--- src/rtl/fwd_hazard_unit_pkg.sv ---
// Shared defaults, FSM state type and sizing helper for the forwarding/hazard unit.
package fwd_hazard_unit_pkg;

    localparam int unsigned DEF_XLEN     = 32;
    localparam int unsigned DEF_XADDR    = 5;
    localparam int unsigned DEF_NUM_SRC  = 2;
    localparam int unsigned DEF_NUM_FWD  = 2;
    localparam int unsigned DEF_LOAD_LAT = 1;
    localparam int unsigned DEF_CNT_W    = 16;

    typedef enum logic [0:0] {
        ST_RUN       = 1'b0,
        ST_LOAD_WAIT = 1'b1
    } fwd_state_e;

    // Width of the load-latency down-counter; never narrower than one bit.
    function automatic int unsigned cnt_width(input int unsigned lat);
        return (lat < 1) ? 1 : $clog2(lat + 1);
    endfunction

endpackage

--- src/rtl/fwd_hazard_unit_if.sv ---
// Pipeline-side bundle of the forwarding/hazard unit.
// master: pipeline (drives i_* request fields, receives o_* results)
// slave : fwd_hazard_unit
interface fwd_hazard_unit_if
    import fwd_hazard_unit_pkg::*;
#(
    parameter int unsigned XLEN    = DEF_XLEN,
    parameter int unsigned XADDR   = DEF_XADDR,
    parameter int unsigned NUM_SRC = DEF_NUM_SRC,
    parameter int unsigned NUM_FWD = DEF_NUM_FWD,
    parameter int unsigned CNT_W   = DEF_CNT_W
) ();

    logic [NUM_SRC*XADDR-1:0] i_src_addr_ex;
    logic [NUM_SRC*XLEN-1:0]  i_src_data_ex;
    logic [NUM_FWD*XADDR-1:0] i_fwd_addr;
    logic [NUM_FWD*XLEN-1:0]  i_fwd_data;
    logic [NUM_FWD-1:0]       i_fwd_wr_en;
    logic [NUM_FWD-1:0]       i_fwd_rdy;
    logic [NUM_SRC*XADDR-1:0] i_src_addr_id;
    logic [NUM_SRC-1:0]       i_src_used_id;
    logic                     i_ex_is_load;
    logic [XADDR-1:0]         i_ex_rd_addr;
    logic                     i_flush;
    logic [NUM_SRC*XLEN-1:0]  o_src_data;
    logic                     o_stall;
    logic                     o_bubble;
    logic                     o_hold_ex;
    logic [CNT_W-1:0]         o_stall_cnt;

    modport master (
        output i_src_addr_ex, i_src_data_ex, i_fwd_addr, i_fwd_data, i_fwd_wr_en,
               i_fwd_rdy, i_src_addr_id, i_src_used_id, i_ex_is_load, i_ex_rd_addr, i_flush,
        input  o_src_data, o_stall, o_bubble, o_hold_ex, o_stall_cnt
    );

    modport slave (
        input  i_src_addr_ex, i_src_data_ex, i_fwd_addr, i_fwd_data, i_fwd_wr_en,
               i_fwd_rdy, i_src_addr_id, i_src_used_id, i_ex_is_load, i_ex_rd_addr, i_flush,
        output o_src_data, o_stall, o_bubble, o_hold_ex, o_stall_cnt
    );

endinterface

--- src/rtl/fwd_operand_sel.sv ---
// One EX operand: picks the youngest writing stage whose rd matches the source.
// Ports: src_addr/src_data (register-file read), fwd_* (per-stage rd, value, write, ready),
//        data_c (selected operand), pending_c (youngest match has no data yet).
module fwd_operand_sel
    import fwd_hazard_unit_pkg::*;
#(
    parameter int unsigned XLEN    = DEF_XLEN,
    parameter int unsigned XADDR   = DEF_XADDR,
    parameter int unsigned NUM_FWD = DEF_NUM_FWD
) (
    input  logic [XADDR-1:0]         src_addr,
    input  logic [XLEN-1:0]          src_data,
    input  logic [NUM_FWD*XADDR-1:0] fwd_addr,
    input  logic [NUM_FWD*XLEN-1:0]  fwd_data,
    input  logic [NUM_FWD-1:0]       fwd_wr_en,
    input  logic [NUM_FWD-1:0]       fwd_rdy,
    output logic [XLEN-1:0]          data_c,
    output logic                     pending_c
);

    logic found;

    // First hit wins, so an older ready stage can never mask a younger pending one.
    always_comb begin
        data_c    = src_data;
        pending_c = 1'b0;
        found     = 1'b0;
        for (int k = 0; k < int'(NUM_FWD); k++) begin
            if (!found && fwd_wr_en[k] && (src_addr != '0) &&
                (fwd_addr[k*XADDR +: XADDR] == src_addr)) begin
                found = 1'b1;
                if (fwd_rdy[k]) begin
                    data_c = fwd_data[k*XLEN +: XLEN];
                end else begin
                    pending_c = 1'b1;
                end
            end
        end
    end

endmodule

--- src/rtl/fwd_hazard_unit.sv ---
// Operand forwarding, EX hold on pending writer data, and load-use stall of IF/ID.
// Ports: i_clk, i_rst_n (async active-low); bus (slave) carries operand addresses/data,
//        forwarding-stage info, ID hazard inputs, flush, and the stall/bubble/hold results
//        plus a saturating stall-cycle counter.
module fwd_hazard_unit
    import fwd_hazard_unit_pkg::*;
#(
    parameter int unsigned XLEN     = DEF_XLEN,
    parameter int unsigned XADDR    = DEF_XADDR,
    parameter int unsigned NUM_SRC  = DEF_NUM_SRC,
    parameter int unsigned NUM_FWD  = DEF_NUM_FWD,
    parameter int unsigned LOAD_LAT = DEF_LOAD_LAT,
    parameter int unsigned CNT_W    = DEF_CNT_W
) (
    input  logic           i_clk,
    input  logic           i_rst_n,
    fwd_hazard_unit_if.slave bus
);

    localparam int unsigned CW = cnt_width(LOAD_LAT);

    fwd_state_e        state_q, state_d;
    logic [CW-1:0]     cnt_q, cnt_d;
    logic [CNT_W-1:0]  stall_cnt_q;
    logic [NUM_SRC-1:0] pending;
    logic              hold_c;
    logic              load_use_c;
    logic              stall_c;
    logic              bubble_c;

    // Per-operand forwarding muxes.
    for (genvar s = 0; s < int'(NUM_SRC); s++) begin : g_src
        fwd_operand_sel #(
            .XLEN    (XLEN),
            .XADDR   (XADDR),
            .NUM_FWD (NUM_FWD)
        ) u_sel (
            .src_addr  (bus.i_src_addr_ex[s*XADDR +: XADDR]),
            .src_data  (bus.i_src_data_ex[s*XLEN +: XLEN]),
            .fwd_addr  (bus.i_fwd_addr),
            .fwd_data  (bus.i_fwd_data),
            .fwd_wr_en (bus.i_fwd_wr_en),
            .fwd_rdy   (bus.i_fwd_rdy),
            .data_c    (bus.o_src_data[s*XLEN +: XLEN]),
            .pending_c (pending[s])
        );
    end

    assign hold_c = |pending;

    // ID reads the register an in-flight EX load is about to write.
    always_comb begin
        load_use_c = 1'b0;
        if (bus.i_ex_is_load && (bus.i_ex_rd_addr != '0)) begin
            for (int s = 0; s < int'(NUM_SRC); s++) begin
                if (bus.i_src_used_id[s] &&
                    (bus.i_src_addr_id[s*XADDR +: XADDR] == bus.i_ex_rd_addr)) begin
                    load_use_c = 1'b1;
                end
            end
        end
    end

    // Load-use FSM state register.
    always_ff @(posedge i_clk or negedge i_rst_n) begin
        if (!i_rst_n) begin
            state_q <= ST_RUN;
            cnt_q   <= '0;
        end else begin
            state_q <= state_d;
            cnt_q   <= cnt_d;
        end
    end

    // Next state and stall/bubble decode; flush beats EX hold, which beats the load stall.
    always_comb begin
        state_d  = state_q;
        cnt_d    = cnt_q;
        stall_c  = 1'b0;
        bubble_c = 1'b0;
        if (bus.i_flush) begin
            state_d = ST_RUN;
            cnt_d   = '0;
        end else if (hold_c) begin
            stall_c = 1'b1;
        end else begin
            case (state_q)
                ST_RUN: begin
                    if (load_use_c) begin
                        stall_c  = 1'b1;
                        bubble_c = 1'b1;
                        if (LOAD_LAT > 1) begin
                            state_d = ST_LOAD_WAIT;
                            cnt_d   = CW'(LOAD_LAT - 1);
                        end
                    end
                end
                ST_LOAD_WAIT: begin
                    stall_c  = 1'b1;
                    bubble_c = 1'b1;
                    if (cnt_q == CW'(1)) begin
                        state_d = ST_RUN;
                        cnt_d   = '0;
                    end else begin
                        cnt_d = cnt_q - CW'(1);
                    end
                end
                default: begin
                    state_d = ST_RUN;
                    cnt_d   = '0;
                end
            endcase
        end
    end

    // Control outputs are held low for the whole reset assertion.
    assign bus.o_stall     = i_rst_n & stall_c;
    assign bus.o_bubble    = i_rst_n & bubble_c;
    assign bus.o_hold_ex   = i_rst_n & hold_c;
    assign bus.o_stall_cnt = stall_cnt_q;

    // Saturating stall-cycle performance counter.
    always_ff @(posedge i_clk or negedge i_rst_n) begin
        if (!i_rst_n) begin
            stall_cnt_q <= '0;
        end else if (stall_c && (stall_cnt_q != '1)) begin
            stall_cnt_q <= stall_cnt_q + CNT_W'(1);
        end
    end

endmodule

--- src/flat_wrapper.sv ---
// flat-port wrapper written by rule: the top's interface ports become plain ports
module fwd_hazard_unit_flat import fwd_hazard_unit_pkg::*;
#(
    parameter int unsigned XLEN     = DEF_XLEN,
    parameter int unsigned XADDR    = DEF_XADDR,
    parameter int unsigned NUM_SRC  = DEF_NUM_SRC,
    parameter int unsigned NUM_FWD  = DEF_NUM_FWD,
    parameter int unsigned LOAD_LAT = DEF_LOAD_LAT,
    parameter int unsigned CNT_W    = DEF_CNT_W
)
  (i_clk, i_rst_n, bus_i_src_addr_ex, bus_i_src_data_ex, bus_i_fwd_addr, bus_i_fwd_data, bus_i_fwd_wr_en, bus_i_fwd_rdy, bus_i_src_addr_id, bus_i_src_used_id, bus_i_ex_is_load, bus_i_ex_rd_addr, bus_i_flush, bus_o_src_data, bus_o_stall, bus_o_bubble, bus_o_hold_ex, bus_o_stall_cnt);
  fwd_hazard_unit_if #(.XLEN(XLEN), .XADDR(XADDR), .NUM_SRC(NUM_SRC), .NUM_FWD(NUM_FWD), .CNT_W(CNT_W)) bus_i ();
  input  logic i_clk;
  input  logic i_rst_n;
  input wire logic [$bits(bus_i.i_src_addr_ex)-1:0] bus_i_src_addr_ex;
  input wire logic [$bits(bus_i.i_src_data_ex)-1:0] bus_i_src_data_ex;
  input wire logic [$bits(bus_i.i_fwd_addr)-1:0] bus_i_fwd_addr;
  input wire logic [$bits(bus_i.i_fwd_data)-1:0] bus_i_fwd_data;
  input wire logic [$bits(bus_i.i_fwd_wr_en)-1:0] bus_i_fwd_wr_en;
  input wire logic [$bits(bus_i.i_fwd_rdy)-1:0] bus_i_fwd_rdy;
  input wire logic [$bits(bus_i.i_src_addr_id)-1:0] bus_i_src_addr_id;
  input wire logic [$bits(bus_i.i_src_used_id)-1:0] bus_i_src_used_id;
  input wire logic [$bits(bus_i.i_ex_is_load)-1:0] bus_i_ex_is_load;
  input wire logic [$bits(bus_i.i_ex_rd_addr)-1:0] bus_i_ex_rd_addr;
  input wire logic [$bits(bus_i.i_flush)-1:0] bus_i_flush;
  output wire logic [$bits(bus_i.o_src_data)-1:0] bus_o_src_data;
  output wire logic [$bits(bus_i.o_stall)-1:0] bus_o_stall;
  output wire logic [$bits(bus_i.o_bubble)-1:0] bus_o_bubble;
  output wire logic [$bits(bus_i.o_hold_ex)-1:0] bus_o_hold_ex;
  output wire logic [$bits(bus_i.o_stall_cnt)-1:0] bus_o_stall_cnt;
  assign bus_i.i_src_addr_ex = bus_i_src_addr_ex;
  assign bus_i.i_src_data_ex = bus_i_src_data_ex;
  assign bus_i.i_fwd_addr = bus_i_fwd_addr;
  assign bus_i.i_fwd_data = bus_i_fwd_data;
  assign bus_i.i_fwd_wr_en = bus_i_fwd_wr_en;
  assign bus_i.i_fwd_rdy = bus_i_fwd_rdy;
  assign bus_i.i_src_addr_id = bus_i_src_addr_id;
  assign bus_i.i_src_used_id = bus_i_src_used_id;
  assign bus_i.i_ex_is_load = bus_i_ex_is_load;
  assign bus_i.i_ex_rd_addr = bus_i_ex_rd_addr;
  assign bus_i.i_flush = bus_i_flush;
  assign bus_o_src_data = bus_i.o_src_data;
  assign bus_o_stall = bus_i.o_stall;
  assign bus_o_bubble = bus_i.o_bubble;
  assign bus_o_hold_ex = bus_i.o_hold_ex;
  assign bus_o_stall_cnt = bus_i.o_stall_cnt;
  fwd_hazard_unit #(.XLEN(XLEN), .XADDR(XADDR), .NUM_SRC(NUM_SRC), .NUM_FWD(NUM_FWD), .LOAD_LAT(LOAD_LAT), .CNT_W(CNT_W)) u_core (.i_clk(i_clk), .i_rst_n(i_rst_n), .bus(bus_i));
endmodule
--- config.mk ---
export PLATFORM = sky130hd
export DESIGN_NAME = fwd_hazard_unit_flat
export DESIGN_NICKNAME = d
export VERILOG_FILES = /design/src/rtl/fwd_hazard_unit_pkg.sv /design/src/rtl/fwd_hazard_unit_if.sv /design/src/rtl/fwd_operand_sel.sv /design/src/rtl/fwd_hazard_unit.sv /design/src/flat_wrapper.sv
export SDC_FILE = /design/constraint.sdc
export NUM_CORES = 1
export LEC_CHECK = 0
export CAP_MARGIN = 20
export CORE_AREA = 4 4 98 100
export CTS_CLUSTER_DIAMETER = 60
export DETAILED_ROUTE_END_ITERATION = 10
export DIE_AREA = 0 0 102 104
export PLACE_DENSITY_LB_ADDON = 0.25
export SLEW_MARGIN = 5
export SYNTH_ARGS = -nofsm -noshare
export SYNTH_HDL_FRONTEND = slang
export SYNTH_SLANG_ARGS = --single-unit
--- constraint.sdc ---
create_clock -name i_clk -period 4.2 [get_ports i_clk]
set_input_delay 0.84 -clock i_clk [delete_from_list [all_inputs] [get_ports i_clk]]
set_output_delay 0.84 -clock i_clk [all_outputs]
set_load 0.05 [all_outputs]
# [Yosys cells after proc, flatten, opt, wreduce, memory -nomap -nowiden]
# Index checks and enable logic that the tools add are counted.
[word_totals] register_bits=18 input_bits=173 output_inout_bits=83 word_cells=73
[classes] addsub=2 eq_ne=8 muxes=34 bitwise_logic=4 reduce_logical=22
[op_table] cell="$mux 32" count=8
[op_table] cell="$eq 5x5->1" count=6
[op_table] cell="$mux 1" count=25
[op_table] cell="$add 16x1->16 const B" count=1
[op_table] cell="$ne 16x16->1 const B" count=1
[op_table] cell="$reduce_bool 5->1" count=3
[op_table] cell="$logic_and 1x1->1" count=14
[op_table] cell="$and 1x1->1" count=3
[op_table] cell="$logic_not 1->1" count=2
[op_table] cell="$ne 2x2->1 const B" count=1
[op_table] cell="$pmux 1 s2" count=1
[op_table] cell="$reduce_and 2->1" count=1
[op_table] cell="$reduce_bool 2->1" count=1
[op_table] cell="$reduce_or 2->1" count=1
[op_table] cell="$not 1->1" count=1
[op_table] cell="$sub 1x1->1 const B" count=1

# [Depth between registers and ports, before layout]
# Gate-level depths: netlist of run 1.
[depth] depth_word=13 depth_mapped=8 mapped_depth_nobuf=7

# [By module]
# Synthesis of run 1 repeated with hierarchy kept, for this count alone.
[hier_totals] hier_cells=294 area_unflattened_um2=2672.6
[by_module_without_submodules] mod="fwd_operand_sel" instances=2 cells_per_inst=96 area_per_inst_um2=807.0 seq_area_each_um2=0.0
[by_module_without_submodules] mod="fwd_hazard_unit" instances=1 cells_per_inst=102 area_per_inst_um2=1058.5 seq_area_each_um2=450.4

# [Least setup slack after synthesis of run 1]
# Ideal clock, no wire load.
[synth_timing] kind="input to output" start="input bus_i_src_addr_ex[2]" end="output bus_o_src_data[10]" t_arrival_ns=2.670 t_required_ns=3.360 slack_ns=0.690 stages=7 n_path_buf=1 path_cell_list="xnor2_1 > nand4_1 > o2111a_1 > nand2_1 > clkbuf_1 > nor2_1 > a21oi_1"
[synth_via] elab_chain_cells=9 word_cells_on_any_way=13 cone_classes="eq/ne (2); mux (4); reduce/logical (7)"
[synth_lines] element="from (decl)" line_no="flat_wrapper.sv:15" text="input wire logic [$bits(bus_i.i_src_addr_ex)-1:0] bus_i_src_addr_ex;"
[synth_lines] element="$reduce_bool 5->1" line_no="fwd_operand_sel.sv:29" text="if (!found && fwd_wr_en[k] && (src_addr != '0) &&"
[synth_lines] element="$logic_and 1x1->1 (2 in a row)" line_no="fwd_operand_sel.sv:29"
[synth_lines] element="$mux 1" line_no="fwd_operand_sel.sv:29"
[synth_lines] element="$logic_not 1->1" line_no="fwd_operand_sel.sv:29"
[synth_lines] element="$logic_and 1x1->1 (3 in a row)" line_no="fwd_operand_sel.sv:29"
[synth_lines] element="$mux 32 (*)" line_no="fwd_operand_sel.sv:29"
[synth_lines] element="to (decl)" line_no="flat_wrapper.sv:26" text="output wire logic [$bits(bus_i.o_src_data)-1:0] bus_o_src_data;"
# Mark *: on every way between the ends. The rest lies on a longest branch, timed or not.

# [Worst setup path after layout of run 1]
[layout_timing] start="input bus_i_src_addr_ex[6]" end="output bus_o_src_data[47]"
# Same word-level chain as after synthesis.

==> results of run 1 <==
registers in the layout (all words and copies together) (netlist names):
register and cells:
u_core.cnt_q 1, u_core.bus.o_stall_cnt 16, u_core.state_q 1
kinds of logic after synthesis:
family / after synthesis / share of synthesized area (%)
xor+xnor: 45 / 14.40
buf+inv: 24 / 5.164
fa+ha+maj: 1 / 0.4570
simple gates: 135 / 24.59
compound gates: 70 / 14.44
flops: 18 / 16.45
mux: 66 / 24.50
metrics by stage:
stage               setup WS [ps]  total power (uW)  hold slack [ps]
floorplan                   689.8             518.6            441.8
detailed placement          316.8             946.9            470.5
CTS                         314.2              1068            480.2
global placement            362.9             935.3            453.1
global route                129.6              1111            501.8
finish                      260.9              1065            487.1
cell type report:
| type | count | area, sq um | share of cell area, % |
|---|---|---|---|
| repair buffers | 261 | 3306 | 54.25 |
| clock buffers | 3 | 41.29 | 0.6776 |
| well taps | 108 | 135.1 | 2.218 |
| flip-flops and latches | 18 | 450.4 | 7.392 |
| inverters | 2 | 7.507 | 0.1232 |
| multi-input cells | 317 | 2153 | 35.34 |
metal layers:
metal  GRT usage, %  share of wire (%)
met1          26.92                 35
met2          48.28                 53
met3          7.914                9.4
met4          6.373                2.7
met5              0               0.18
final timing paths:
path                                                          to  slack (ps)  depth (start not counted)
setup / recovery                              bus_o_src_data[47]         260                          9
hold / removal                        u_core.state_q$_DFFE_PN0P_         490                          1
setup reg to reg           u_core.bus.o_stall_cnt[1]$_DFFE_PN0P_        2040                          7
hold reg to reg                       u_core.state_q$_DFFE_PN0P_         490                          1
max in group asynchronous  u_core.bus.o_stall_cnt[6]$_DFFE_PN0P_        2800                          2
min in group asynchronous  u_core.bus.o_stall_cnt[9]$_DFFE_PN0P_         880                          1
where the power goes:
part / internal, uW / switching (uW) / total [uW]
clock network: 63.8 / 55.9 / 120
registers: 187 / 19.0 / 206
logic: 379 / 361 / 739
Yosys cell counts, drive strengths merged:
| cell type | instances | share of area (%) |
|---|---|---|
| nor2 | 72 | 10 |
| and4 | 1 | 0.32 |
| ha | 1 | 0.46 |
| nor3 | 3 | 0.55 |
| o2111a | 2 | 0.82 |
| nand2 | 14 | 1.9 |
| nand3 | 9 | 2.0 |
| nand4b | 1 | 0.32 |
| and3b | 1 | 0.32 |
| dfrtp | 18 | 16 |
| o21bai | 2 | 0.69 |
| nor3b | 2 | 0.55 |
| buf | 10 | 3.2 |
| o221ai | 1 | 0.96 |
| and3 | 8 | 1.8 |
| a21oi | 64 | 12 |
| mux2 | 2 | 1.1 |
| clkbuf | 12 | 1.6 |
| nand4 | 10 | 3.1 |
| xor2 | 17 | 5.4 |
| nor4 | 5 | 1.4 |
| mux2i | 64 | 23 |
| and4b | 1 | 0.37 |
| nor2b | 1 | 0.23 |
| a211oi | 1 | 0.27 |
| and2 | 6 | 1.4 |
| xnor2 | 28 | 9.0 |
| or4 | 1 | 0.41 |
| inv | 2 | 0.27 |
worst register-to-register path, delay by kind of cell, from the launching register on:
kind             cells  cell delay (ps)
AND/OR/NAND/NOR      6             1310
flip-flops           1              420
multiplexers         1              330
==> run_results.csv, run 1 <==
group,metric,value,unit
cells_and_area,nFillCells,682,
hold_path,hold_path.class,"reg2reg",
global_routing,grt_first_pass_wirelength,21450,microns
detailed_routing,num_vias,3631,
clock_tree,htree_num_levels,1,
critical_path,path_max_fanout,32,
critical_path,cpLargestDelayFamily,"buffers and inverters",
sta,period_needed,3939,ps
logic_synthesis,synth_fp_nets,533,
critical_path,critPathLaunchType,"input port",
place,gp_congestion,0.9345,
clock_tree,cts_buffer_depth,2,
place,dp_hpwl,12210,microns
global_routing,grt_antenna_before_repair,2,
logic_synthesis,ys_types,37,
sta,slew_headroom,62.64,%
cells_and_area,final_common_cell,"clkdlybuf4s50_1",
floorplan,dieArea,10610,sq um
detailed_routing,dr.pass1.iters,4,
clock_tree,cts_tree,"built",
clock_tree,cts_resized,0,
cells_and_area,layout.cells.non_filler,709,
sta,setup_viol,0,
critical_path,timing.rr.start,"u_core.bus.o_stall_cnt[3]$_DFFE_PN0P_",
place,place_inst,706,
logic_synthesis,synth_area_per_cell,7.626,sq um
detailed_routing,routed_wl,14590,microns
logic_synthesis,ys_ff_latch,18,
floorplan,start_util,31.55,%
logic_synthesis,syn_inst,359,
hold_path,hold_start,"u_core.cnt_q$_DFFE_PN0P_",
job,cap_violations,0,
cells_and_area,final_core_util,70.21,%
sta,skew,1.711,ps
sta,tightest_slew,559.8,ps
global_routing,grt_usage,25.63,%
detailed_routing,drc,0,
clock_tree,cts_root_buffer,"clkbuf_8",
cells_and_area,drive_above_1_share,15.14,%
cells_and_area,final_cell_mix,"clkdlybuf4s50_1, nor2_1, buf_12",
clock_tree,insertion_delay,250,ps
place,placed_area,6052,sq um
power_and_ir_drop,p_per_area,174.8,nW/um^2
sta,tns,0,ps
floorplan,num_io_pins,256,
logic_synthesis,synth_warnings,0,
global_routing,grt.overflow.total,0,
detailed_routing,wire_per_inst,20.57,microns
critical_path,cp.required,3360,ps
floorplan,fp.dieH,104,microns
logic_synthesis,yosysSeqAreaShare,16.45,%
outcome,status,"finished clean",
detailed_routing,viasPerCell,5.121,
sta,slew_violations,0,
floorplan,core.rowCount,34,
critical_path,cp_data_arrival_time,3100,ps
critical_path,worstSetupStartpoint,"bus_i_src_addr_ex[6]",
sta,max_clock_freq,253.9,MHz
place,io_buffers,255,
sta,hold_violations,0,
power_and_ir_drop,peakVddDrop,0.3382,mV
detailed_routing,postRouteAntennaNets,0,
critical_path,end_kind,"primary output",
clock_tree,clk_pin_slew,60,ps
critical_path,crit_chain,"clkdlybuf4s50_1, xnor2_1, nand4_1, nor3b_1, and2_2, buf_12, mux2i_1, a21oi_1, buf_12",
global_routing,grt_pass1_vias,3683,
sta,rsz0062_at_grt,"false",
cells_and_area,syn2layout_area_growth,122.6,%
critical_path,crit_buf_inv,3,
power_and_ir_drop,leakage,0.002359,uW
floorplan,die_w,102,microns
critical_path,slowest_stage,"clkdlybuf4s50_1",
critical_path,crit_top_cell,"buf_12",
clock_tree,cts_made_buffers,3,
detailed_routing,dr.first_iter.drc_count,142,
floorplan,core-area,8678,sq um
global_routing,grt_start_max_net_pins,65,
cells_and_area,fin_area,6093,sq um
clock_tree,cts_hold_buf,0,
cells_and_area,nets,777,
critical_path,path_class,"in2out",
logic_synthesis,synth_area,2738,sq um
critical_path,max_stage_delay,550,ps
sta,period_share,93.79,%
cells_and_area,n_antenna_cell,0,
clock_tree,clock_sinks,18,
clock_tree,post_cts_buffers,0,
(Power assumes the default switching activity.)
==> run 2: changes to the inputs <==
--- a/config.mk
+++ b/config.mk
@@ -10,6 +10,7 @@
 export CTS_CLUSTER_DIAMETER = 60
 export DETAILED_ROUTE_END_ITERATION = 10
 export DIE_AREA = 0 0 102 104
+export MAX_ROUTING_LAYER = met4
 export PLACE_DENSITY_LB_ADDON = 0.25
 export SLEW_MARGIN = 5
 export SYNTH_ARGS = -nofsm -noshare
==> run 2 against run 1 <==
Critical path type unchanged; cell count grew 0.42%; first-iteration DRC count up 11%; clock-buffer cell count unchanged; core utilization grew 0.087 points.
==> run_results.csv, run 2 (synthesis gave the netlist of run 1 again) <==
group,metric,value,unit
critical_path,cp.required,3360,ps
clock_tree,clock_sinks,18,
clock_tree,cts_resized,0,
detailed_routing,dr.first_iter.drc_count,157,
clock_tree,post_cts_buffers,0,
global_routing,grt_first_pass_wirelength,21490,microns
floorplan,fp.dieH,104,microns
clock_tree,cts_tree,"built",
critical_path,crit_top_cell,"buf_12",
place,place_inst,706,
floorplan,die_w,102,microns
cells_and_area,drive_above_1_share,15.14,%
floorplan,start_util,31.55,%
detailed_routing,routed_wl,14580,microns
place,placed_area,6052,sq um
floorplan,core.rowCount,34,
global_routing,grt_usage,26.37,%
sta,setup_viol,0,
detailed_routing,met2_length,7700,microns
detailed_routing,met3WireLength,1403,microns
critical_path,end_kind,"primary output",
cells_and_area,nets,777,
critical_path,reg2reg_slack,2030,ps
floorplan,num_io_pins,256,
sta,tns,0,ps
critical_path,max_stage_delay,560,ps
critical_path,worstSetupStartpoint,"bus_i_src_addr_ex[6]",
detailed_routing,drc,0,
sta,max_clock_freq,254.8,MHz
detailed_routing,dr.pass1.iters,4,
detailed_routing,postRouteAntennaNets,0,
cells_and_area,final_core_util,70.30,%
detailed_routing,wl_met1,5088,microns
floorplan,dieArea,10610,sq um
power_and_ir_drop,leakage,0.002359,uW
global_routing,grt_antenna_before_repair,2,
critical_path,critPathLaunchType,"input port",
cells_and_area,fin_area,6101,sq um
hold_path,hold_path.class,"reg2reg",
global_routing,grt_pass1_vias,3676,
floorplan,core-area,8678,sq um
clock_tree,cts_made_buffers,3,
place,io_buffers,255,
critical_path,r2r_cells,7,
cells_and_area,final_common_cell,"clkdlybuf4s50_1",
critical_path,cp_data_arrival_time,3080,ps
power_and_ir_drop,p_per_area,174.5,nW/um^2
global_routing,grt_start_max_net_pins,65,
critical_path,regToRegEndpoint,"u_core.bus.o_stall_cnt[1]$_DFFE_PN0P_",
clock_tree,clk_pin_slew,60,ps
sta,hold_violations,0,
critical_path,crit_end,"bus_o_src_data[47]",
place,dp_hpwl,12210,microns
sta,skew,2.869,ps
cells_and_area,final_cell_mix,"clkdlybuf4s50_1, nor2_1, buf_12",
critical_path,path_class,"in2out",
sta,rsz0062_at_grt,"false",
critical_path,slowest_stage,"clkdlybuf4s50_1",
cells_and_area,nFillCells,683,
critical_path,timing.rr.start,"u_core.bus.o_stall_cnt[3]$_DFFE_PN0P_",
detailed_routing,viasPerCell,5.103,
sta,tightest_slew,570.7,ps
place,gp_congestion,0.9513,
sta,period_needed,3924,ps
sta,slew_headroom,61.91,%
critical_path,path_max_fanout,32,
clock_tree,cts_hold_buf,0,
clock_tree,htree_num_levels,1,
sta,slew_violations,0,
detailed_routing,top_layer_used,"met4",
clock_tree,cts_buffer_depth,2,
detailed_routing,wire_per_inst,20.47,microns
cells_and_area,layout.cells.non_filler,712,
critical_path,crit_chain,"clkdlybuf4s50_1, xnor2_1, nand4_1, nor3b_1, and2_2, buf_12, mux2i_1, a21oi_1, buf_12",
global_routing,grt.overflow.total,0,
outcome,status,"finished clean",
power_and_ir_drop,peakVddDrop,0.3387,mV
power_and_ir_drop,totalPowerFinal,1065,uW
clock_tree,cts_root_buffer,"clkbuf_8",
sta,period_share,93.44,%
cells_and_area,syn2layout_area_growth,122.9,%
cells_and_area,largest_reg_flops,16,
clock_tree,insertion_delay,260,ps
job,cap_violations,0,
detailed_routing,num_vias,3633,
## run 2: layout make-up
type / count / area (sq um) / area share (%)
diodes: 3 / 7.507 / 0.1231
repair buffers: 261 / 3306 / 54.18
inverters: 2 / 7.507 / 0.1231
clock buffers: 3 / 41.29 / 0.6768
multi-input cells: 317 / 2153 / 35.30
flip-flops and latches: 18 / 450.4 / 7.383
well taps: 108 / 135.1 / 2.215
## run 2: per-stage QoR
stage	hold WS, ps	setup WS (ps)
2_1_floorplan	441.8	689.8
3_3_place_gp	453.1	362.9
3_5_place_dp	470.5	316.8
4_1_cts	480.2	314.2
5_1_grt	501.8	129.6
6_report	487.6	275.7
## run 2: worst max-delay path: cells and delay by family
kind	cells	cell delay [ps]
buffers and inverters	3	990
and+or+nand+nor	3	620
AOI/OAI and AO/OA	1	330
xor gates and xnor gates	1	150
muxes	1	110
## run 2: metal layers
layer / up-vias / global-route usage, %
met3: 25 / 7.042
met4: 0 / 6.373
li1: 1764 / -
met2: 148 / 48.14
met1: 1696 / 27.69
met5: - / -
## run 2: power by group
part	switching, uW	internal (uW)
sequential	18.5	187
clock	56.0	63.8
combinational	360	379
## run 2: worst min-delay path by stage
stage	start	endpoint	slack [ps]	cells past startpoint
6_report	u_core.cnt_q$_DFFE_PN0P_	u_core.state_q$_DFFE_PN0P_	490	1
5_1_grt	u_core.cnt_q$_DFFE_PN0P_	u_core.state_q$_DFFE_PN0P_	500	1
4_1_cts	u_core.cnt_q$_DFFE_PN0P_	u_core.state_q$_DFFE_PN0P_	480	1
3_5_place_dp	u_core.cnt_q$_DFFE_PN0P_	u_core.state_q$_DFFE_PN0P_	470	1
3_3_place_gp	u_core.cnt_q$_DFFE_PN0P_	u_core.state_q$_DFFE_PN0P_	450	1
2_1_floorplan	u_core.cnt_q$_DFFE_PN0P_	u_core.state_q$_DFFE_PN0P_	440	1
==> RTL edit 1, RTL diff (flow settings as in run 2) <==
Set the package constant `DEF_XADDR` to 4 (it was 5).
--- a/src/rtl/fwd_hazard_unit_pkg.sv
+++ b/src/rtl/fwd_hazard_unit_pkg.sv
@@ -3,5 +3,5 @@
 
     localparam int unsigned DEF_XLEN     = 32;
-    localparam int unsigned DEF_XADDR    = 5;
+    localparam int unsigned DEF_XADDR    = 4;
     localparam int unsigned DEF_NUM_SRC  = 2;
     localparam int unsigned DEF_NUM_FWD  = 2;
Ports: changed (resized bus_i_ex_rd_addr, bus_i_fwd_addr, bus_i_src_addr_ex and bus_i_src_addr_id); port bits go from 256 to 249. No check against the original RTL was run, so the function may have changed too.
==> RTL edit 1 against run 2 <==
Wire length is 3.4% lower; area after synthesis is 2.5% lower; worst setup slack worse by 130 ps; non-clock buffer count is 2 higher; total power is 6.7% higher; clock skew is 1.2 ps lower; register-to-register slack worse by 370 ps; fmax is 3.1% lower; final area is 1.8% higher; sequential cell count stayed put; final cell count is 0.28% lower.
==> RTL edit 1: results (changes against run 2) <==
* Final-stage net count at 770 (-0.90%)
* Status: complete, no violations
* Clock skew at 1.69 ps (-1.17 ps)
* Met2 Use GR at 45.7% (-2.5 points)
* Netlist cell types at 44 (+19%)
* Rel. slew slack at 65.9% (+4.0 points)
* Crit path largest cell delay at 530 ps (-30 ps)
* Placed cell area at 6010 um^2 (-0.70%)
* Worst skew pair latency at 250 ps
* Vias at 3705 (+2.0%)
* Port Buffers at 248 (-2.7%)
* Largest net degree at the start of global routing at 65 (unchanged)
* Max reg flops at 16 (unchanged)
* Synth warnings at 0 (unchanged)
* GRT Util Overall at 24.8% (-1.6 points)
* Crit path DAT at 3210 ps (+130 ps)
* First-pass GRT wire length at 20.2 mm (-6.1%)
* Place WS at -15.6 ps (-332 ps)
* Initial antenna violation count at 0 (-2)
* Top cells by area, synth: mux2i_1 24%, dfrtp_1 17%, nand2_1 6.6%
* Async set-reset flop share out of synthesis at 100% (unchanged)
* Syn_nets at 524 (-1.7%)
* CTS max path bufs at 2 (unchanged)
* Register area share after synthesis at 16.9% (+0.42 points)
* Net Sw Frac at 41.4% (+0.53 points)
* Post-Route WL at 14.1 mm (-3.4%)
* Lkg Pwr at 2.84 nW (+20%)
* Share of layout cells above drive strength 1 at 21.4% (+6.3 points)
* Antenna diode instance count at 0 (-3)
* FP Rows at 34 (unchanged)
* VDD IR max at 0.134 mV (-61%)
* Grt met3 use at 5.77% (-1.3 points)
* Largest delay contributor family on the critical path: simple AND/OR/NAND/NOR gates
* DP HPWL at 11.5 mm (-5.9%)
* Vias in the first global route at 3891 (+5.8%)
* Routability cong. at 0.958 (+0.68%)
* Crit-path max FO at 22 (-31%)
* GR Util met1 at 25.6% (-2.1 points)
* Root buffer cell: clkbuf_8
* Drt first-iter violations at 103 (-34%)
* Synth cell count leaders: 64 x mux2i_1, 47 x nand2_1, 41 x nor2_1
## RTL edit 1: cell count changes in the layout (fill, tap and decap cells not counted), moves of 7 or more
cell,delta
clkdlybuf4s50_1,-7
o21ai_0,+31
nand2_1,+33
a21oi_1,-53
a21oi_2,+23
xnor2_1,-8
nor2_1,-32
## RTL edit 1: routing by layer
metal	routed length (um)	share of wire, %
met4	444	3.2
met5	0	0
met3	1090	7.8
met2	7620	54
met1	4920	35
## RTL edit 1: final cells by class
class	count	area [um^2]
tap	108	135
sequential	18	450
multi-input combinational	316	2240
timing repair buffer	263	3330
fill	622	2460
inverter	1	3.75
clock buffer	4	55.1
## RTL edit 1: timing repair
action                     in CTS  in global routing
setup endpoints to repair       7                 35
gates resized for setup         5                 25
cloned                          0                  2
## RTL edit 1: cell families (layout without fill, tap and decap cells)
logic type | Yosys count | count (layout) | synth area share, %
compound gates | 70 | 70 | 14.1
xor+xnor | 36 | 36 | 12.1
fa+ha+maj | 1 | 1 | 0.469
buf+inv | 23 | 268 | 3.80
flops | 18 | 18 | 16.9
mux | 68 | 68 | 25.7
simple gates | 141 | 141 | 27.0
## RTL edit 1: metrics by stage
step	cells	setup TNS, ps
global placement	704	0
CTS	708	-8.44
finish	710	0
global route	710	0
detailed placement	704	-36.3
floorplan	357	0
## RTL edit 1: power by group through the flow
| stage | sequential [W] | clock, W | combinational (W) |
|---|---|---|---|
| CTS | 0.000210 | 0.000144 | 0.000775 |
| global route | 0.000213 | 0.000153 | 0.000812 |
| detailed placement | 0.000213 | 0 | 0.000771 |
| floorplan | 0.000263 | 0 | 0.000273 |
| global placement | 0.000212 | 0 | 0.000760 |
| finish | 0.000210 | 0.000143 | 0.000783 |
## RTL edit 1: worst paths after layout
kind | from | to | slack [ps] | cells past startpoint
max in group asynchronous | i_rst_n | u_core.bus.o_stall_cnt[3]$_DFFE_PN0P_ | 2830 | 2
worst max register to register | u_core.bus.o_stall_cnt[0]$_DFFE_PN0P_ | u_core.bus.o_stall_cnt[1]$_DFFE_PN0P_ | 1660 | 8
min in group asynchronous | i_rst_n | u_core.bus.o_stall_cnt[13]$_DFFE_PN0P_ | 860 | 1
worst min-delay path | u_core.cnt_q$_DFFE_PN0P_ | u_core.state_q$_DFFE_PN0P_ | 460 | 1
worst min register to register | u_core.cnt_q$_DFFE_PN0P_ | u_core.state_q$_DFFE_PN0P_ | 460 | 1
worst max-delay path | bus_i_src_addr_ex[0] | bus_o_src_data[26] | 150 | 9
## RTL edit 1: worst register-to-register path: cells and delay by family (launching register included)
family                     cells  cell delay [ps]
and+or+nand+nor                6             1460
DFF                            1              430
muxes                          1              320
adders and majority gates      1              210
==> RTL edit 2, RTL diff (flow settings as in run 2) <==
Made on the original files. Reset style: synchronous (`i_rst_n`), changed in 2 clocked blocks. Comments in the files are not updated.
--- a/src/rtl/fwd_hazard_unit.sv
+++ b/src/rtl/fwd_hazard_unit.sv
@@ -63,5 +63,5 @@
 
     // Load-use FSM state register.
-    always_ff @(posedge i_clk or negedge i_rst_n) begin
+    always_ff @(posedge i_clk) begin
         if (!i_rst_n) begin
             state_q <= ST_RUN;
@@ -121,5 +121,5 @@
 
     // Saturating stall-cycle performance counter.
-    always_ff @(posedge i_clk or negedge i_rst_n) begin
+    always_ff @(posedge i_clk) begin
         if (!i_rst_n) begin
             stall_cnt_q <= '0;
Behaviour: differs if i_rst_n is asserted again (counterexample within 4 cycles, from zero or initial values and one cycle with i_rst_n low); with i_rst_n held inactive, the same outputs for 4 cycles.
==> RTL edit 2 against run 2 <==
Worst setup slack lost 27 ps; sequential cell count did not move; sequential power decreased by 17%; non-clock buffer count stayed put; area after synthesis shrank 2.3%; total power shrank 12%; final area fell by 0.53%; core utilization decreased by 0.37 points; wire length decreased by 4.7%; first-iteration DRC count down 13%; register-to-register slack got worse by 80 ps; largest power group unchanged; highest routed layer unchanged.
==> RTL edit 2: results (changes against run 2) <==
* Status: complete, no violations
* ClkCell Share at 0.907% (+0.23 points)
* Syn_nets at 558 (+4.7%)
* FFs & Latches at 18 (unchanged)
* Routability cong. at 0.891 (-6.3%)
* Register area share after synthesis at 13.5% (-3.0 points)
* Top cells by area, synth: mux2i_1 24%, a21oi_1 15%, dfxtp_1 13%
* Synth Area in XOR/XNOR at 10.2% (-4.2 points)
* DP HPWL at 11.9 mm (-2.7%)
* Post-synthesis adder-cell area fraction at 0.468% (+0.011 points)
* FF/Latch Area at 360 um^2 (-20%)
* GRT Util Overall at 25.0% (-1.4 points)
* Ys flop type: dfxtp_1
* Signal inverters at 4 (+2)
* Post-Route WL at 13.9 mm (-4.7%)
* Synth Area in Compound Gates at 21.6% (+7.1 points)
* Placed cell area at 6010 um^2 (-0.68%)
* Non-clock buffers, area share at 54.7% (+0.50 points)
* Met2 Use GR at 47.6% (-0.56 points)
* VDD IR max at 0.0828 mV (-76%)
* Placed cells at 726 (+2.8%)
* Async set-reset flop share out of synthesis at 0% (-100 points)
* Proportion of synthesized area in mux cells at 24.3% (-0.16 points)
* Gate power share at 66.4% (-3.0 points)
* Final-layout clock buffer total at 4 (+1)
* Grt met3 use at 5.50% (-1.5 points)
* Internal power at 0.000590 W (-6.3%)
## RTL edit 2: cell count changes after synthesis, sizes merged, moves of 3 or more
cell,run 2,this run
xnor2,28,14
or4,1,14
dfxtp,0,18
a21oi,64,79
o31ai,0,13
nand4,10,5
and3,8,4
clkbuf,12,16
dfrtp,18,0
nand3,9,6
## RTL edit 2: final timing paths
kind	slack [ps]	to	startpoint	depth (start not counted)
max	250	bus_o_stall	bus_i_src_addr_ex[0]	8
min	460	u_core.state_q$_SDFFE_PP0N_	u_core.cnt_q$_SDFFE_PP0P_	1
max reg2reg	1950	u_core.bus.o_stall_cnt[6]$_SDFFE_PN0P_	u_core.bus.o_stall_cnt[2]$_SDFFE_PN0P_	7
min reg2reg	460	u_core.state_q$_SDFFE_PP0N_	u_core.cnt_q$_SDFFE_PP0P_	1
## RTL edit 2: worst max-delay path: stages
cell	delay (ps)
clkdlybuf4s50_1	480
xor2_1	200
nor4_1	470
o2111a_1	320
o21bai_2	110
and4_4	280
nor2_1	230
buf_12	170
